[config.mk]
export PLATFORM = sky130hd
export DESIGN_NAME = buzzer_scheduler
export DESIGN_NICKNAME = d
export VERILOG_FILES = /design/src/rtl/buzzer_scheduler_pkg.sv /design/src/rtl/buzzer_note_fifo.sv /design/src/rtl/buzzer_scheduler.sv
export SDC_FILE = /design/constraint.sdc
export NUM_CORES = 1
export LEC_CHECK = 0
export CAP_MARGIN = 20
export CORE_UTILIZATION = 30
export CTS_BUF_LIST = sky130_fd_sc_hd__clkbuf_8
export CTS_CLUSTER_DIAMETER = 150
export DETAILED_ROUTE_END_ITERATION = 8
export SLEW_MARGIN = 20
export SYNTH_ARGS = -nofsm -noshare
export SYNTH_HDL_FRONTEND = slang
export SYNTH_SLANG_ARGS = --single-unit
export TNS_END_PERCENT = 30
[constraint.sdc]
create_clock -name clk -period 11.7 [get_ports clk]
set_clock_uncertainty 0.2 [all_clocks]
set_input_delay 1.755 -clock clk [delete_from_list [all_inputs] [get_ports clk]]
set_output_delay 1.755 -clock clk [all_outputs]
set_load 0.01 [all_outputs]
[src/rtl/buzzer_scheduler_pkg.sv]
// Shared types for the buzzer scheduler: FSM state encoding, note field
// widths and the queued note entry.
package buzzer_scheduler_pkg;

  localparam int unsigned PERIOD_W = 16;
  localparam int unsigned DUR_W    = 16;

  typedef enum logic [1:0] {
    ST_IDLE,
    ST_LOAD,
    ST_PLAY,
    ST_GAP
  } state_t;

  typedef struct packed {
    logic [PERIOD_W-1:0] period;
    logic [DUR_W-1:0]    dur;
  } note_t;

endpackage

[src/rtl/buzzer_note_fifo.sv]
// Note queue for the buzzer scheduler. DEPTH must be a power of two >= 2.
// A push into a full queue is taken only when a pop happens in the same
// cycle; a pop on an empty queue is ignored. flush empties the queue.
module buzzer_note_fifo
  import buzzer_scheduler_pkg::*;
#(
  parameter int unsigned DEPTH = 8
) (
  input  logic                      clk,
  input  logic                      rst,
  input  logic                      flush,
  input  logic                      push,
  input  note_t                     push_data,
  input  logic                      pop,
  output note_t                     pop_data,
  output logic                      push_ok,
  output logic                      full,
  output logic                      empty,
  output logic [$clog2(DEPTH):0]    level
);

  localparam int unsigned AW = $clog2(DEPTH);

  note_t        mem [DEPTH];
  logic [AW:0]  wr_ptr;
  logic [AW:0]  rd_ptr;
  logic         pop_ok;

  // Status flags and accept decisions come straight from the pointers.
  always_comb begin
    empty    = (wr_ptr == rd_ptr);
    full     = (wr_ptr[AW] != rd_ptr[AW]) && (wr_ptr[AW-1:0] == rd_ptr[AW-1:0]);
    level    = wr_ptr - rd_ptr;
    pop_ok   = pop && !empty;
    push_ok  = push && (!full || pop_ok);
    pop_data = mem[rd_ptr[AW-1:0]];
  end

  // Pointer update; flush and reset both return the queue to empty.
  always_ff @(posedge clk) begin
    if (rst || flush) begin
      wr_ptr <= '0;
      rd_ptr <= '0;
    end else begin
      if (push_ok) wr_ptr <= wr_ptr + 1'b1;
      if (pop_ok)  rd_ptr <= rd_ptr + 1'b1;
    end
  end

  // Storage write; when full with a pop, the write slot is the one being
  // read this cycle, so the popped entry is captured before it is replaced.
  always_ff @(posedge clk) begin
    if (push_ok && !flush && !rst) mem[wr_ptr[AW-1:0]] <= push_data;
  end

endmodule

[src/rtl/buzzer_scheduler.sv]
// Buzzer note scheduler: queues {half-period, duration} notes and plays
// them back as a square wave on BUZ.
// Optional feature macro: BUZZER_SCHED_GAP_EN inserts a PRESCALE-cycle
// silent gap between consecutive notes (none after the last note).
module buzzer_scheduler
  import buzzer_scheduler_pkg::*;
#(
  parameter int unsigned DEPTH    = 8,
  parameter int unsigned PRESCALE = 50000
) (
  input  logic                clk,
  input  logic                rst,
  input  logic                wr_en,
  input  logic [PERIOD_W-1:0] wr_period,
  input  logic [DUR_W-1:0]    wr_dur,
  input  logic                start,
  input  logic                stop,
  output logic                full,
  output logic                empty,
  output logic                busy,
  output logic                done,
  output logic                ovf,
  output logic                BUZ
);

  localparam int unsigned AW = $clog2(DEPTH);
  localparam int unsigned PW = (PRESCALE > 1) ? $clog2(PRESCALE) : 1;

  state_t              state;
  state_t              state_nx;

  note_t               head;
  note_t               wr_note;
  logic                fifo_push;
  logic                fifo_pop;
  logic                fifo_push_ok;
  logic [AW:0]         fifo_level;

  logic [PERIOD_W-1:0] period_r;
  logic [DUR_W-1:0]    dur_r;
  logic [PW-1:0]       pre_cnt;
  logic [DUR_W-1:0]    unit_cnt;
  logic [PERIOD_W-1:0] tone_cnt;

  logic                pre_last;
  logic                unit_last;
  logic                play_end;
  logic                more_after_pop;
  logic                done_d;
  logic                ovf_d;

  assign wr_note.period = wr_period;
  assign wr_note.dur    = wr_dur;

  // A write in a stop cycle is discarded outright, so it can never flag ovf.
  assign fifo_push = wr_en && !stop;

  buzzer_note_fifo #(
    .DEPTH (DEPTH)
  ) u_fifo (
    .clk       (clk),
    .rst       (rst),
    .flush     (stop),
    .push      (fifo_push),
    .push_data (wr_note),
    .pop       (fifo_pop),
    .pop_data  (head),
    .push_ok   (fifo_push_ok),
    .full      (full),
    .empty     (empty),
    .level     (fifo_level)
  );

  // Counter terminal conditions used by the FSM.
  always_comb begin
    pre_last       = (pre_cnt == PW'(PRESCALE - 1));
    unit_last      = (unit_cnt == (dur_r - 16'd1));
    play_end       = pre_last && unit_last;
    more_after_pop = (fifo_level > (AW+1)'(1)) || fifo_push_ok;
    ovf_d          = fifo_push && !fifo_push_ok;
  end

  // Next-state logic, FIFO pop and natural-completion pulse; stop overrides all.
  always_comb begin
    state_nx = state;
    fifo_pop = 1'b0;
    done_d   = 1'b0;
    case (state)
      ST_IDLE: begin
        if (start && !empty) state_nx = ST_LOAD;
      end
      ST_LOAD: begin
        fifo_pop = 1'b1;
        if (head.dur != '0) begin
          state_nx = ST_PLAY;
        end else if (more_after_pop) begin
          state_nx = ST_LOAD;
        end else begin
          state_nx = ST_IDLE;
          done_d   = 1'b1;
        end
      end
      ST_PLAY: begin
        if (play_end) begin
          if (!empty) begin
`ifdef BUZZER_SCHED_GAP_EN
            state_nx = ST_GAP;
`else
            state_nx = ST_LOAD;
`endif
          end else begin
            state_nx = ST_IDLE;
            done_d   = 1'b1;
          end
        end
      end
      ST_GAP: begin
        if (pre_last) state_nx = ST_LOAD;
      end
      default: state_nx = ST_IDLE;
    endcase
    if (stop) begin
      state_nx = ST_IDLE;
      fifo_pop = 1'b0;
      done_d   = 1'b0;
    end
  end

  // State register.
  always_ff @(posedge clk) begin
    if (rst) state <= ST_IDLE;
    else     state <= state_nx;
  end

  // Capture the popped note for playback.
  always_ff @(posedge clk) begin
    if (rst) begin
      period_r <= '0;
      dur_r    <= '0;
    end else if (state == ST_LOAD) begin
      period_r <= head.period;
      dur_r    <= head.dur;
    end
  end

  // Duration timing: prescale counter feeds the unit counter while a note
  // or gap continues; everything clears on any state change.
  always_ff @(posedge clk) begin
    if (rst) begin
      pre_cnt  <= '0;
      unit_cnt <= '0;
    end else if (state == ST_PLAY && state_nx == ST_PLAY) begin
      if (pre_last) begin
        pre_cnt  <= '0;
        unit_cnt <= unit_cnt + 16'd1;
      end else begin
        pre_cnt  <= pre_cnt + 1'b1;
      end
    end else if (state == ST_GAP && state_nx == ST_GAP) begin
      pre_cnt  <= pre_cnt + 1'b1;
      unit_cnt <= '0;
    end else begin
      pre_cnt  <= '0;
      unit_cnt <= '0;
    end
  end

  // Tone generator: toggles BUZ every period_r cycles while the note
  // continues; forced low whenever the next state is not PLAY.
  always_ff @(posedge clk) begin
    if (rst) begin
      tone_cnt <= '0;
      BUZ      <= 1'b0;
    end else if (state == ST_PLAY && state_nx == ST_PLAY && period_r != '0) begin
      if (tone_cnt == (period_r - 16'd1)) begin
        tone_cnt <= '0;
        BUZ      <= ~BUZ;
      end else begin
        tone_cnt <= tone_cnt + 16'd1;
      end
    end else begin
      tone_cnt <= '0;
      BUZ      <= 1'b0;
    end
  end

  // Registered one-cycle status pulses.
  always_ff @(posedge clk) begin
    if (rst) begin
      done <= 1'b0;
      ovf  <= 1'b0;
    end else begin
      done <= done_d;
      ovf  <= ovf_d;
    end
  end

  assign busy = (state != ST_IDLE);

endmodule

==> flow_summary.ini <==
[routing]
drt_iter0_markers = 501
routed.top_layer = met4
drt_first_pass_iters = 5
vias = 8269
wl_met3_um = 1163
viasPerCell = 4.635
wl_met1_um = 13670
wl_met2_um = 14320
wl_per_cell_um = 16.63
drt_wl_total_um = 29660
drt.antenna.violating_nets = 0
drcViolationCount = 0

[job]
maxCapViolCount = 0

[grt]
grt_start_max_net_pins = 68
grt_pass1_wl_um = 47130
grt_use_total = 0.1197
grt_overflow_total = 0
grt_pass1_vias = 8431
antenna_found_initial = 0

[clock_tree]
cts_resized = 0
cts_setup_buffers = 0
htree_levels = 2
clk_pin_slew_ps = 60
hold_buffers = 0
cts_made_buffers = 58
root_buffer = clkbuf_8
clk_latency_ps = 620
cts_sinks = 352
clockBufferDepth = 3
cts_tree = built

[placement]
dp_hpwl_um = 18470
dpl-instance-area_um2 = 16080
routabilityCongestion = 0.7621
io_buffers = 42

[worst_setup_path]
crit_family = simple AND/OR/NAND/NOR gates
start_kind = flip-flop
crit_path_max_incr_delay_ps = 630
cp-end-kind = flip-flop
cp.required_ps = 11980
crit_fanout = 53
reg2reg_slack_ps = 7230
cp.arrival_ps = 4750
cp_slowest_cell = buf_6
path_buf_inv = 1
critPathKind = flip-flop to flip-flop
cp_cell_sequence = buf_6 -> mux4_2 -> mux2i_1 -> nand4_1 -> nor4_1 -> a41oi_1 -> and3_1 -> a22oi_2 -> nor2_1

[synthesis]
dominantRegCellSynth = edfxtp_1
ys_seq_area_frac = 0.6471
netlist_area_um2 = 14850
yosys_warnings = 0
synth_top_area_cell = edfxtp_1
yosys-top-cells-area = edfxtp_1 (52%), dfxtp_1 (13%), mux4_2 (9.7%), nor2_1 (2.6%), xnor2_1 (2.6%)
async_flop_share = 0
synth_edf_count = 256
syn-instance-count = 1008
synth_nets = 1062
synth_area_per_cell_um2 = 14.73
synth-seq-cells = 352
ys_types = 63
synth_top_area_share = 0.5177

[finish]
stdcell_area_um2 = 17180
final_cell_mix = edfxtp_1 (256), nor2_1 (98), dfxtp_1 (93)
fin_util = 0.3516
n_antenna_cell = 0
final_net_count = 1130
area_delta_synth_final_pct = 15.67
final_common_cell = edfxtp_1
drive_gt1_frac = 0.1652

[timing]
clock.fmax_mhz = 223.7
worst_slew_pin_slew_ps = 956.8
fin_hold_ws_ps = 254.2
rsz0062_at_grt = false
setup_viol = 0
period_share = 0.3821
hold_viol = 0
relSlewSlack = 0.3621
setup_tns_ps = 0
finalCriticalPeriod_ps = 4470
final-max-slew-violation-count = 0

[die]
dieArea_um2 = 50390
die_x_um = 224.5
die_y_um = 224.5
coreArea_um2 = 48850
num_io_pins = 43
initial_utilization = 0.3040
rows = 81

[power_and_ir_drop]
ir_drop_mv = 0.07907
p_per_area_nw_per_um2 = 141.8
power_leakage_uw = 0.005410
total_power_uw = 2436

[worst_hold_path]
hold_class = flip-flop to flip-flop

[outcome]
status = finished clean
==> power by group <==
part	internal, uW	switching [uW]	total, uW
sequential	1350	11.0	1360
clock	464	479	943
combinational	57.1	76.9	134
==> path summary, 6_finish.rpt <==
| kind | startpoint | end | depth (start not counted) |
|---|---|---|---|
| worst min-delay path | pre_cnt[0] | pre_cnt[0] | 1 |
| worst max register to register | flip-flop | pre_cnt[10] | 9 |
| worst max-delay path | flip-flop | pre_cnt[10] | 9 |
| worst min register to register | pre_cnt[0] | pre_cnt[0] | 1 |
==> synth_stat cells (all sizes together), types with 19 or more instances <==
master	number
edfxtp	256
nor2	104
dfxtp	96
mux4	64
nand2	60
xnor2	44
xor2	44
mux2i	36
a211oi	33
clkbuf	29
nand3	29
nor3	28
and3	19
buf	19
==> sequential cells by signal, summed over array words and instances, names as in the netlist, named ones only <==
signal,cells
ovf,1
BUZ,1
u_fifo.mem,256
pre_cnt,16
u_fifo.wr_ptr,4
period_r,16
state,2
done,1
dur_r,16
u_fifo.rd_ptr,4
unit_cnt,16
tone_cnt,16
==> logic make-up (layout without fill, tap and decap cells) <==
family | Yosys count | in the layout | synth area share
AO/OA/AOI/OAI | 79 | 79 | 0.03741
adder cells (fa/ha/maj) | 17 | 17 | 0.01483
buffers and inverters | 63 | 175 | 0.01828
flip-flops | 352 | 352 | 0.6471
multiplexers | 102 | 102 | 0.1231
XOR/XNOR | 88 | 88 | 0.05190
AND/OR/NAND/NOR | 307 | 307 | 0.1073
==> stage by stage <==
step / setup WS, ps / std cells
6_report: 7230 / 1784
5_1_grt: 6729 / 1784
4_1_cts: 6807 / 1781
3_5_place_dp: 6836 / 1677
3_3_place_gp: 6420 / 1674
2_1_floorplan: 6339 / 1008
==> layer usage <==
metal | GRT usage | vias to the layer above
met5 | 0 | -
met4 | 0.03577 | 0
met3 | 0.02234 | 44
met2 | 0.1996 | 152
met1 | 0.1580 | 4093
li1 | - | 3980
==> cell type report <==
cell class                 count  area, um2
clock inverter                46      211.5
clock buffer                  58      798.3
sequential                   352       9615
tap                          664      830.8
inverter                      15      56.30
fill                        4742      31670
multi-input combinational    593       5035
timing repair buffer          56      629.4
Power figures use the tool's default switching activity.
==> edit 1, RTL diff (same flow settings) <==
Set the parameter `PRESCALE` to 200000 (it was 50000).
--- a/src/rtl/buzzer_scheduler.sv
+++ b/src/rtl/buzzer_scheduler.sv
@@ -6,7 +6,7 @@
   import buzzer_scheduler_pkg::*;
 #(
   parameter int unsigned DEPTH    = 8,
-  parameter int unsigned PRESCALE = 50000
+  parameter int unsigned PRESCALE = 200000
 ) (
   input  logic                clk,
   input  logic                rst,
Behaviour: same outputs for any inputs over 4 cycles, from zero or initial values and one cycle with rst high; that may be too few to reach the edited logic, so the function may still have changed.
==> edit 1 against the unedited design <==
Power is 1.9% higher; cell count is 6.7% higher; critical path depth is 5 lower; die area is 4.6% higher; clock power is 3.2% higher; area after synthesis is 4.7% higher; routed wire length is 13% higher; sequential cell count is 2 higher; design area is 3.5% higher; global-route usage is 0.79 points higher; worst setup slack worse by 72 ps; sequential share of layout area is 1.6 points lower; largest power group unchanged.
==> edit 1: results (changes against the unedited design) <==
metric	value	unit	change
status	completed		
synth_cells	1122		+11%
synth_xor_area_frac	0.0513		-0.000633
grt_max_degree	71		+4.4%
synth_nets	1176		+11%
wl_met1	15.0	mm	+9.5%
inverters	23		+8
initialDrtViolationCount	592		+18%
grt_pass1_vias	9414		+12%
non_clock_buffer_area_share	0.0297		-0.00693
met2_usage	0.216		+0.0168
yosys_warnings	0		unchanged
synthDistinctLibCells	76		+21%
nNonClkBuffers	57		+1.8%
yosysSeqAreaShare	0.621		-0.0264
antenna_cells	1		+1
place_area	16700	µm²	+4.0%
largest_register_ffs	256		unchanged
synth_area_leaders	edfxtp_1 49%, dfxtp_1 13%, mux4_2 8.4%		
drive_above_1_share	0.165		about the same
finalNetCount	1232		+9.0%
wl_met2	16.3	mm	+14%
worst_slew_pin_slew	923	ps	-33.9 ps
power.clock.total	973	µW	+3.2%
vias	9333		+13%
use_met3	0.0261		+0.00381
dp.cells	1801		+7.4%
tap_cells	680		+2.4%
cts-buffers-inserted	55		-5.2%
gr-usage-met1	0.165		+0.00652
multi_input_area	5600	µm²	+11%
leakagePower	5.58	nW	+3.1%
p_sw_frac	0.228		-0.00470
ir_drop	0.0000765	V	-3.2%
pwr_density_cell	140	nW/µm²	-1.6%
layout_setup_ws	7160	ps	-72.1 ps
whs	277	ps	+22.6 ps
gp_congestion	0.817		+7.2%
routed_wl	33.4	mm	+13%
grt_use_total	0.128		+0.00795
highest_layer	met5		
sh_seq_area	0.543		-0.0164
syn2layout_area_growth	14.3	%	
hpwl	20.4	mm	+11%
synthAdderAreaFrac	0.0142		-0.000664
seq_power_share	0.551		-0.007
synth_mux_area_frac	0.105		-0.0182
grt_antenna_before_repair	1		+1
nMultiInputCombCells	687		+16%
wl_met3	1.66	mm	+43%
worstPathArrival	2590	ps	-2160 ps
yosys-top-cells-count	256 x edfxtp_1, 109 x nand2_1, 98 x dfxtp_1, 77 x nor2_1, 58 x mux4_2		
clock_tree_area_fraction	0.0589		+0.000134
clkSinkCount	354		+0.57%
nClkBuffers	61		+5.2%
fillCellCount	4974		+4.9%
edit 1: cell count changes after synthesis, sizes merged, moves of 7 or more:
cell    change
nor2       -27
inv         +7
nand2      +50
mux2i       -7
nor3       +23
a311oi     +26
edit 1: worst max-delay path, cell delays in order, from the launching register on:
cell and delay, ps:
dfxtp_1 430, ha_1 410, nand4_1 350, inv_1 220
clkdlybuf4s50_1 560
edit 1: worst paths after layout:
| kind | from | to | cells past startpoint |
|---|---|---|---|
| setup / recovery | u_fifo.wr_ptr[2]$_SDFFE_PP0P_ | empty | 4 |
| setup reg to reg | flop | tone_cnt[3]$_SDFF_PP0_ | 10 |
| hold reg to reg | pre_cnt[0]$_SDFF_PP0_ | pre_cnt[0]$_SDFF_PP0_ | 1 |
| hold / removal | pre_cnt[0]$_SDFF_PP0_ | pre_cnt[0]$_SDFF_PP0_ | 1 |
==> edit 2, RTL diff (same settings) <==
Without the edit above. Register the output `ovf` once more; this adds one clock of latency there. The other outputs are not delayed to match. Comments in the files are not updated.
--- a/src/rtl/buzzer_scheduler.sv
+++ b/src/rtl/buzzer_scheduler.sv
@@ -26,6 +26,8 @@
   localparam int unsigned AW = $clog2(DEPTH);
   localparam int unsigned PW = (PRESCALE > 1) ? $clog2(PRESCALE) : 1;
 
+  logic ovf_s0;
+
   state_t              state;
   state_t              state_nx;
 
@@ -188,14 +190,18 @@
   always_ff @(posedge clk) begin
     if (rst) begin
       done <= 1'b0;
-      ovf  <= 1'b0;
+      ovf_s0 <= 1'b0;
     end else begin
       done <= done_d;
-      ovf  <= ovf_d;
+      ovf_s0 <= ovf_d;
     end
   end
 
   assign busy = (state != ST_IDLE);
 
+  always_ff @(posedge clk) begin
+    ovf <= ovf_s0;
+  end
+
 endmodule
 
Function: same outputs for any inputs over 4 cycles, from zero or initial values and one cycle with rst high; that may be too few to reach the edited logic, so the function may still have changed.
==> edit 2 against the unedited design <==
Routed wire length rose by 2.0%; worst setup slack got worse by 110 ps; design area rose by 1.4%; core utilization rose by 0.42 points; power rose by 5.4%; sequential cell count rose by 1; area after synthesis rose by 0.13%; sequential share of layout area fell by 0.65 points; die area rose by 0.13%; worst hold slack got worse by 120 ps; cell count rose by 0.34%; fmax fell by 2.3%.
==> edit 2: results (changes against the unedited design) <==
metric	value	unit	change
whs	135	ps	-119 ps
place_area	16200	µm²	+0.76%
leakagePower	5.56	nW	+2.7%
syn_area_per_cell	14.7	µm²	about the same
status	completed		
critPathSlowestCell	a22oi_2		
crit_family	simple AND/OR/NAND/NOR gates		
grt_use_total	0.122		+0.00219
hold-path-cell-count	0		-1
clockBufferDepth	3		unchanged
post_cts_resized	0		unchanged
synth_area_leaders	edfxtp_1 52%, dfxtp_1 13%, mux4_2 9.7%		
drive_above_1_share	0.173		+0.00800
synthDistinctLibCells	63		unchanged
cp_max_fo	34		-36%
rrSetupSlack	7120	ps	-110 ps
switching_power	566	µW	about the same
vias_per_cell	4.67		+0.83%
grt_antenna_before_repair	0		unchanged
holdCritStartpoint	ovf_s0$_SDFF_PP0_		
wl_met3	1.26	mm	+8.4%
relSlewSlack	0.356		-0.00628
cts_htree_levels	2		unchanged
initialDrtViolationCount	441		-12%
routed_wl	30.3	mm	+2.0%
largest_register_ffs	256		unchanged
yosys-top-cells-count	256 x edfxtp_1, 104 x nor2_1, 97 x dfxtp_1, 64 x mux4_2, 60 x nand2_1		
rr_worst_depth	10		+1
gr-usage-met1	0.164		+0.00582
hpwl	19.3	mm	+4.3%
dp.cells	1682		+0.30%
drt-wirelength-per-cell	16.9	µm	+1.7%
grt_pass1_vias	8538		+1.3%
period_needed	4580	ps	+106 ps
p_sw_frac	0.221		-0.0121
met2_usage	0.199		-0.000999
highest_layer	met4		
worst_path_largest_cell_delay	610	ps	-20 ps
firstDrtPassIters	5		unchanged
finalNetCount	1134		+0.35%
seq_power_share	0.531		-0.027
cts-buffers-inserted	59		+1.7%
dp_worst_setup_slack	6720	ps	-114 ps
use_met3	0.0250		+0.00261
r2r_end	pre_cnt[2]$_SDFF_PP0_		
yosysSeqAreaShare	0.648		about the same
grt_max_degree	68		unchanged
gp_congestion	0.775		+1.7%
min_to	ovf$_DFF_P_		
power.clock.total	1.07	mW	+13%
fillCellCount	4628		-2.4%
ir_drop	0.0000842	V	+6.4%
grt_pass1_wl	48.0	mm	+1.8%
wl_met1	14.1	mm	+3.1%
antenna_cells	0		unchanged
wl_met2	14.4	mm	+0.41%
edit 2: changes by cell type after synthesis, sizes merged:
| cell | change |
|---|---|
| dfxtp | +1 |
edit 2: final cells by class:
class	count	area (µm²)	share of cell area
Clock inverter	39	240	0.0138
Clock buffer	68	936	0.0537
Timing Repair Buffer	58	673	0.0387
Sequential cell	353	9640	0.553
Inverter	15	56.3	0.00323
Multi-Input combinational cell	593	5040	0.290
Tap cell	664	831	0.0477
edit 2: kinds of logic (layout without fill, tap and decap cells):
group / Yosys count / after routing / synth area share
DFF: 353 / 353 / 0.648
and+or+nand+nor: 307 / 307 / 0.107
muxes: 102 / 102 / 0.123
xor gates and xnor gates: 88 / 88 / 0.0518
AOI/OAI and AO/OA: 79 / 79 / 0.0374
buffers and inverters: 63 / 180 / 0.0183
adders and majority gates: 17 / 17 / 0.0148
